File: config.mk
export PLATFORM = sky130hd
export DESIGN_NAME = fifo_stream_reader_flat
export DESIGN_NICKNAME = d
export VERILOG_FILES = /design/src/rtl/fifo_stream_reader_if.sv /design/src/rtl/fifo_stream_reader.sv /design/src/flat_wrapper.sv
export SDC_FILE = /design/constraint.sdc
export NUM_CORES = 1
export LEC_CHECK = 0
export BUFFER_PORTS_ARGS = -buffer_cell sky130_fd_sc_hd__buf_2
export CAP_MARGIN = 20
export CELL_PAD_IN_SITES_DETAIL_PLACEMENT = 1
export CELL_PAD_IN_SITES_GLOBAL_PLACEMENT = 2
export CORE_MARGIN = 1.5
export CORE_UTILIZATION = 38
export CTS_CLUSTER_DIAMETER = 150
export DETAILED_ROUTE_END_ITERATION = 8
export PLACE_DENSITY = 0.83
export SLEW_MARGIN = 20
export SYNTH_ARGS = -nofsm -noshare
export SYNTH_HDL_FRONTEND = slang
export SYNTH_SLANG_ARGS = --single-unit
File: constraint.sdc
create_clock -name clk_i -period 5.7 [get_ports clk_i]
set_clock_uncertainty 0.05 [all_clocks]
set_input_delay 1.425 -clock clk_i [delete_from_list [all_inputs] [get_ports clk_i]]
set_output_delay 1.425 -clock clk_i [all_outputs]
set_load 0.005 [all_outputs]
File: src/rtl/fifo_stream_reader_if.sv
// FIFO read port plus outgoing valid/ready stream of fifo_stream_reader.
// master = the reader, slave = the FIFO and the downstream consumer.
interface fifo_stream_reader_if #(
  parameter int DATA_WIDTH = 16
);
  logic                  fifo_rd_o;
  logic [DATA_WIDTH-1:0] fifo_q_i;
  logic                  fifo_empty_i;
  logic                  src_valid_o;
  logic [DATA_WIDTH-1:0] src_data_o;
  logic                  src_last_o;
  logic                  src_ready_i;

  modport master (
    output fifo_rd_o,
    input  fifo_q_i,
    input  fifo_empty_i,
    output src_valid_o,
    output src_data_o,
    output src_last_o,
    input  src_ready_i
  );

  modport slave (
    input  fifo_rd_o,
    output fifo_q_i,
    output fifo_empty_i,
    input  src_valid_o,
    input  src_data_o,
    input  src_last_o,
    output src_ready_i
  );
endinterface

File: src/rtl/fifo_stream_reader.sv
// Drains a 1-cycle-latency FIFO into a valid/ready stream through a
// 3-entry skid buffer, with optional fixed-length packet framing.
module fifo_stream_reader #(
  parameter int DATA_WIDTH = 16,
  parameter int PKT_LEN    = 0
) (
  input  logic                 clk_i,
  input  logic                 rst_i,
  input  logic                 enable_i,
  fifo_stream_reader_if.master bus,
  output logic [31:0]          word_cnt_o,
  output logic                 idle_o
);
  localparam logic [15:0] LAST_IDX =
    16'(PKT_LEN == 0 ? 0 : PKT_LEN - 1);

  logic [DATA_WIDTH-1:0] mem [3];
  logic [1:0]            occ;
  logic [1:0]            wr_idx;
  logic [2:0]            load;
  logic                  inflight;
  logic                  rd;
  logic                  pop;
  logic                  at_last;
  logic [15:0]           idx;

  // Reads only count registered state, so ready never reaches fifo_rd_o.
  assign load    = {1'b0, occ} + {2'b0, inflight};
  assign rd      = ~rst_i & enable_i & ~bus.fifo_empty_i
                 & (load < 3'd3);
  assign pop     = bus.src_valid_o & bus.src_ready_i;
  assign wr_idx  = occ - {1'b0, pop};
  assign at_last = (PKT_LEN != 0) && (idx == LAST_IDX);

  assign bus.fifo_rd_o   = rd;
  assign bus.src_valid_o = (occ != 2'd0);
  assign bus.src_data_o  = mem[0];
  assign bus.src_last_o  = bus.src_valid_o & at_last;
  assign idle_o          = (occ == 2'd0) & ~inflight;

  always_ff @(posedge clk_i) begin
    if (rst_i) begin
      occ        <= 2'd0;
      inflight   <= 1'b0;
      idx        <= 16'd0;
      word_cnt_o <= 32'd0;
      mem[0]     <= '0;
      mem[1]     <= '0;
      mem[2]     <= '0;
    end else begin
      inflight <= rd;
      occ      <= occ + {1'b0, inflight} - {1'b0, pop};
      if (pop) begin
        mem[0]     <= mem[1];
        mem[1]     <= mem[2];
        word_cnt_o <= word_cnt_o + 32'd1;
        idx        <= bus.src_last_o ? 16'd0 : idx + 16'd1;
      end
      // Tail write lands after the shift, at the post-pop position.
      if (inflight) mem[wr_idx] <= bus.fifo_q_i;
    end
  end
endmodule

File: src/flat_wrapper.sv
// flat-port wrapper written by rule: the top's interface ports become plain ports
module fifo_stream_reader_flat 
#(
  parameter int DATA_WIDTH = 16,
  parameter int PKT_LEN    = 0
)
  (clk_i, rst_i, enable_i, word_cnt_o, idle_o, bus_fifo_rd_o, bus_fifo_q_i, bus_fifo_empty_i, bus_src_valid_o, bus_src_data_o, bus_src_last_o, bus_src_ready_i);
  fifo_stream_reader_if #(.DATA_WIDTH(DATA_WIDTH)) bus_i ();
  input  logic clk_i;
  input  logic rst_i;
  input  logic enable_i;
  output logic [31:0] word_cnt_o;
  output logic idle_o;
  output wire logic [$bits(bus_i.fifo_rd_o)-1:0] bus_fifo_rd_o;
  input wire logic [$bits(bus_i.fifo_q_i)-1:0] bus_fifo_q_i;
  input wire logic [$bits(bus_i.fifo_empty_i)-1:0] bus_fifo_empty_i;
  output wire logic [$bits(bus_i.src_valid_o)-1:0] bus_src_valid_o;
  output wire logic [$bits(bus_i.src_data_o)-1:0] bus_src_data_o;
  output wire logic [$bits(bus_i.src_last_o)-1:0] bus_src_last_o;
  input wire logic [$bits(bus_i.src_ready_i)-1:0] bus_src_ready_i;
  assign bus_fifo_rd_o = bus_i.fifo_rd_o;
  assign bus_i.fifo_q_i = bus_fifo_q_i;
  assign bus_i.fifo_empty_i = bus_fifo_empty_i;
  assign bus_src_valid_o = bus_i.src_valid_o;
  assign bus_src_data_o = bus_i.src_data_o;
  assign bus_src_last_o = bus_i.src_last_o;
  assign bus_i.src_ready_i = bus_src_ready_i;
  fifo_stream_reader #(.DATA_WIDTH(DATA_WIDTH), .PKT_LEN(PKT_LEN)) u_core (.clk_i(clk_i), .rst_i(rst_i), .enable_i(enable_i), .bus(bus_i), .word_cnt_o(word_cnt_o), .idle_o(idle_o));
endmodule
==> summary.txt <==
Outcome
  • Status: completed

Worst setup path
  • Critical Path AT: 2.82 ns
  • Slowest stage cell, crit path: or4b_2
  • CP required: between 4 and 5 ns
  • Worst r2r path cells: 4
  • Max incr delay on CP: approximately 0.78 ns
  • Most used cell, CP: buf_2
  • Element type at the critical path start: input port
  • Critical path class: in -> out
  • CP Capture Type: output pin
  • Crit-path cells: buf_2 -> or4b_2 -> a21oi_1 -> buf_2
  • Crit path max fanout: 41
  • Worst path bufs/invs: 2
  • Crit-path leading delay family: simple AND/OR/NAND/NOR gates
  • Worst path depth: 4

Timing
  • Slew @ Worst Pin: between 0.8 and 0.9 ns
  • Total negative setup slack: 0 ns
  • Fin crit share: between 70% and 80%
  • Max_slew headroom: 44.5%
  • Final-report setup violation count: 0
  • Period minus WS final: 4.29 ns
  • Worst Setup Slack, final: 1.41 ns
  • RSZ-0062 raised after global routing: false
  • Max Fclk: 0.233 GHz
  • Hold Vio Cnt, Final: 0
  • Slew Viols, Final: 0

Clock tree
  • H-tree Lvls: 3
  • Clock sinks: 83
  • CTS clk-pin slew, worst paths: 0.09 ns
  • CTS tree: done
  • Root buffer selected by CTS: clkbuf_8
  • Hold-fix buffers, CTS: 0
  • Post-CTS setup repair buffer count: 0
  • Worst-Skew Late Latency: 0.36 ns
  • Number of CTS-inserted buffers: 9
  • CTS resizes: 0
  • Bufs on Longest Clock Path: 2

Route
  • First-pass DRT Iterations: 4
  • DRT iter0 DRCs: between 100 and 150
  • Vias: 3020
  • Avg Vias per Cell: 5.42
  • Total routed wirelength: 9.07 mm
  • DRC: 0
  • Post-DRT Antenna Nets: 0
  • Routed WL per cell: 16.3 um

GRT
  • First-pass GRT wire length: 14.9 mm
  • M1 GR Usage: 25.3%
  • Met2 Usage GRT: 29.3%
  • GRT busiest layer: met2
  • Met3 usage: 2.78%
  • Largest net degree at the start of global routing: 42
  • Vias in the first global route: 2978
  • GRT Util Overall: 18.4%
  • Initial antenna violation count: 0
  • Total gr overflow: 0

Place
  • HPWL Detailed: 6.14 mm
  • Placer Congestion: 0.773
  • IO Port Bufs: 71
  • Dpl ws: 1.39 ns
  • DP Cell Count: between 500 and 600

Yosys
  • Gate Count Post-Synth: 356
  • EDFF count, synth: between 40 and 50
  • Ys flop type: edfxtp_1
  • Post-Synthesis Cell Area: 0.00378 mm2
  • Distinct cell type count after synthesis: 43
  • Yosys warnings: 0
  • Syn nets: 381
  • Fraction of registers with async set/reset: 0%
  • Register bit count reported by yosys: 83
  • Syn_area_per_cell: 10.6 um2
  • Register area share after synthesis: 56.7%

Min path
  • Hold WC Path Type: reg -> reg
  • Worst Hold Depth: 2

Finish
  • Fin cells: 557
  • Layout net count: 444
  • Area of the multi-input gates: 0.00148 mm2
  • Seq. cell area: 0.00214 mm2
  • Most frequent cells in the layout: buf_2 (71), edfxtp_1 (48), dfxtp_1 (35), nand3_1 (26), o21ai_0 (25)
  • Commonest non-fill, non-tap cell in the layout: buf_2
  • P&R area growth vs syn: 17.6%
  • Layout fillers: 1095
  • # diodes: 0
  • Share of layout cells above drive strength 1: 23.3%

Floorplan
  • Die Height: 103 um
  • Ports: 73
  • Die Wd: 103 um
  • Core area: about 0.0097 mm2
  • Rows: 36
  • Die area: about 0.011 mm2
  • Starting Density: between 30% and 40%

Power and ir drop
  • Combinational share of power: 4.2%
  • Clock share of power: 38.3%
  • Seq pwr share: 57.4%
  • Design Power: 1.14 mW
  • Pwr dens: 258 mW/mm2
  • Psw: 0.269 mW
  • Pleak: ~1.7 nW
  • Internal Power: between 0.8 and 0.9 mW
  • Peak VDD IR: 0.000105 V
  • Sw frac: 23.5%

Run
  • Max Cap Viol: 0
[power groups by stage]
stage	sequential (mW)	clock, mW	combinational, mW
after detailed placement	0.671	0	0.0496
after CTS	0.658	0.453	0.0500
after floorplan	0.669	0	0.0241
after global placement	0.671	0	0.0482
final	0.657	0.439	0.0486
after global routing	0.660	0.473	0.0558
[cell families (layout without fill, tap and decap cells)]
| logic type | count (synthesis) | in the layout | share of synthesized area, % |
|---|---|---|---|
| flip-flops | 83 | 83 | 56.7 |
| XOR/XNOR | 12 | 12 | 2.78 |
| buffers and inverters | 42 | 110 | 4.51 |
| AO/OA/AOI/OAI | 84 | 84 | 14.6 |
| adder cells (fa/ha/maj) | 4 | 4 | 1.33 |
| other | 1 | 1 | 0.0993 |
| AND/OR/NAND/NOR | 129 | 129 | 19.6 |
| multiplexers | 1 | 1 | 0.298 |
[synth_stat cells, types with 2 or more instances]
| cell type | count | area [um2] |
|---|---|---|
| edfxtp_1 | 48 | 1440 |
| nor4_1 | 2 | 12.5 |
| a22o_1 | 16 | 140 |
| xor2_1 | 9 | 78.8 |
| nand2b_1 | 2 | 12.5 |
| ha_1 | 4 | 50.1 |
| a21oi_1 | 22 | 110 |
| o21ai_0 | 25 | 125 |
| nand4_1 | 12 | 75.1 |
| buf_2 | 4 | 20.0 |
| nand3_1 | 26 | 130 |
| dfxtp_1 | 35 | 701 |
| and2_1 | 19 | 119 |
| clkbuf_1 | 14 | 52.6 |
| nor2_1 | 14 | 52.6 |
| buf_4 | 2 | 15.0 |
| and4_1 | 5 | 43.8 |
| nor2b_1 | 3 | 18.8 |
| or3_1 | 6 | 37.5 |
| or4_1 | 14 | 105 |
| xnor2_1 | 3 | 26.3 |
| buf_1 | 2 | 7.51 |
| or2_2 | 2 | 12.5 |
| and3_1 | 2 | 12.5 |
| nand2_1 | 16 | 60.1 |
| o31ai_1 | 13 | 97.6 |
| inv_1 | 20 | 75.1 |
[final cells by class]
| type | instances | share of cell area (%) |
|---|---|---|
| clock inverter | 6 | 1.66 |
| tap | 133 | 3.75 |
| multi-input combinational | 231 | 33.3 |
| sequential | 83 | 48.2 |
| clock buffer | 10 | 2.87 |
| inverter | 20 | 1.69 |
| timing repair buffer | 74 | 8.51 |
[path summary, 6_finish.rpt]
| path | start | to | slack [ns] |
|---|---|---|---|
| worst max-delay path | rst_i | bus_fifo_rd_o | 1.41 |
| worst min-delay path | u_core.word_cnt_o[31] | u_core.word_cnt_o[31] | 0.44 |
| worst min register to register | u_core.word_cnt_o[31] | u_core.word_cnt_o[31] | 0.44 |
| worst max register to register | u_core.occ[0] | u_core.mem[1][8] | 3.24 |
[metrics by stage]
step | hold slack [ns] | utilization, % | area, um2
finish | 0.437 | 45.9 | 4440
global route | 0.466 | 45.9 | 4440
CTS | 0.441 | 45.8 | 4430
detailed placement | 0.428 | 43.7 | 4230
global placement | 0.409 | 43.7 | 4230
floorplan | 0.418 | - | 3780
[tightest hold or removal path, delay by kind of cell (launching register included)]
family          cells  cell delay (ns)
compound gates      2             0.11
flops               1             0.33
[layer usage]
layer / share of wire (%) / vias up
li1: - / 1441
met1: 45 / 1505
met2: 49 / 61
met3: 4.3 / 13
met4: 1.7 / 0
met5: 0 / -
[sequential cells by signal (all words and copies together) (netlist names)]
name               count
u_core.inflight        1
u_core.word_cnt_o     32
u_core.occ             2
u_core.mem            48
Note: power is estimated with default switching activity, not from simulation.
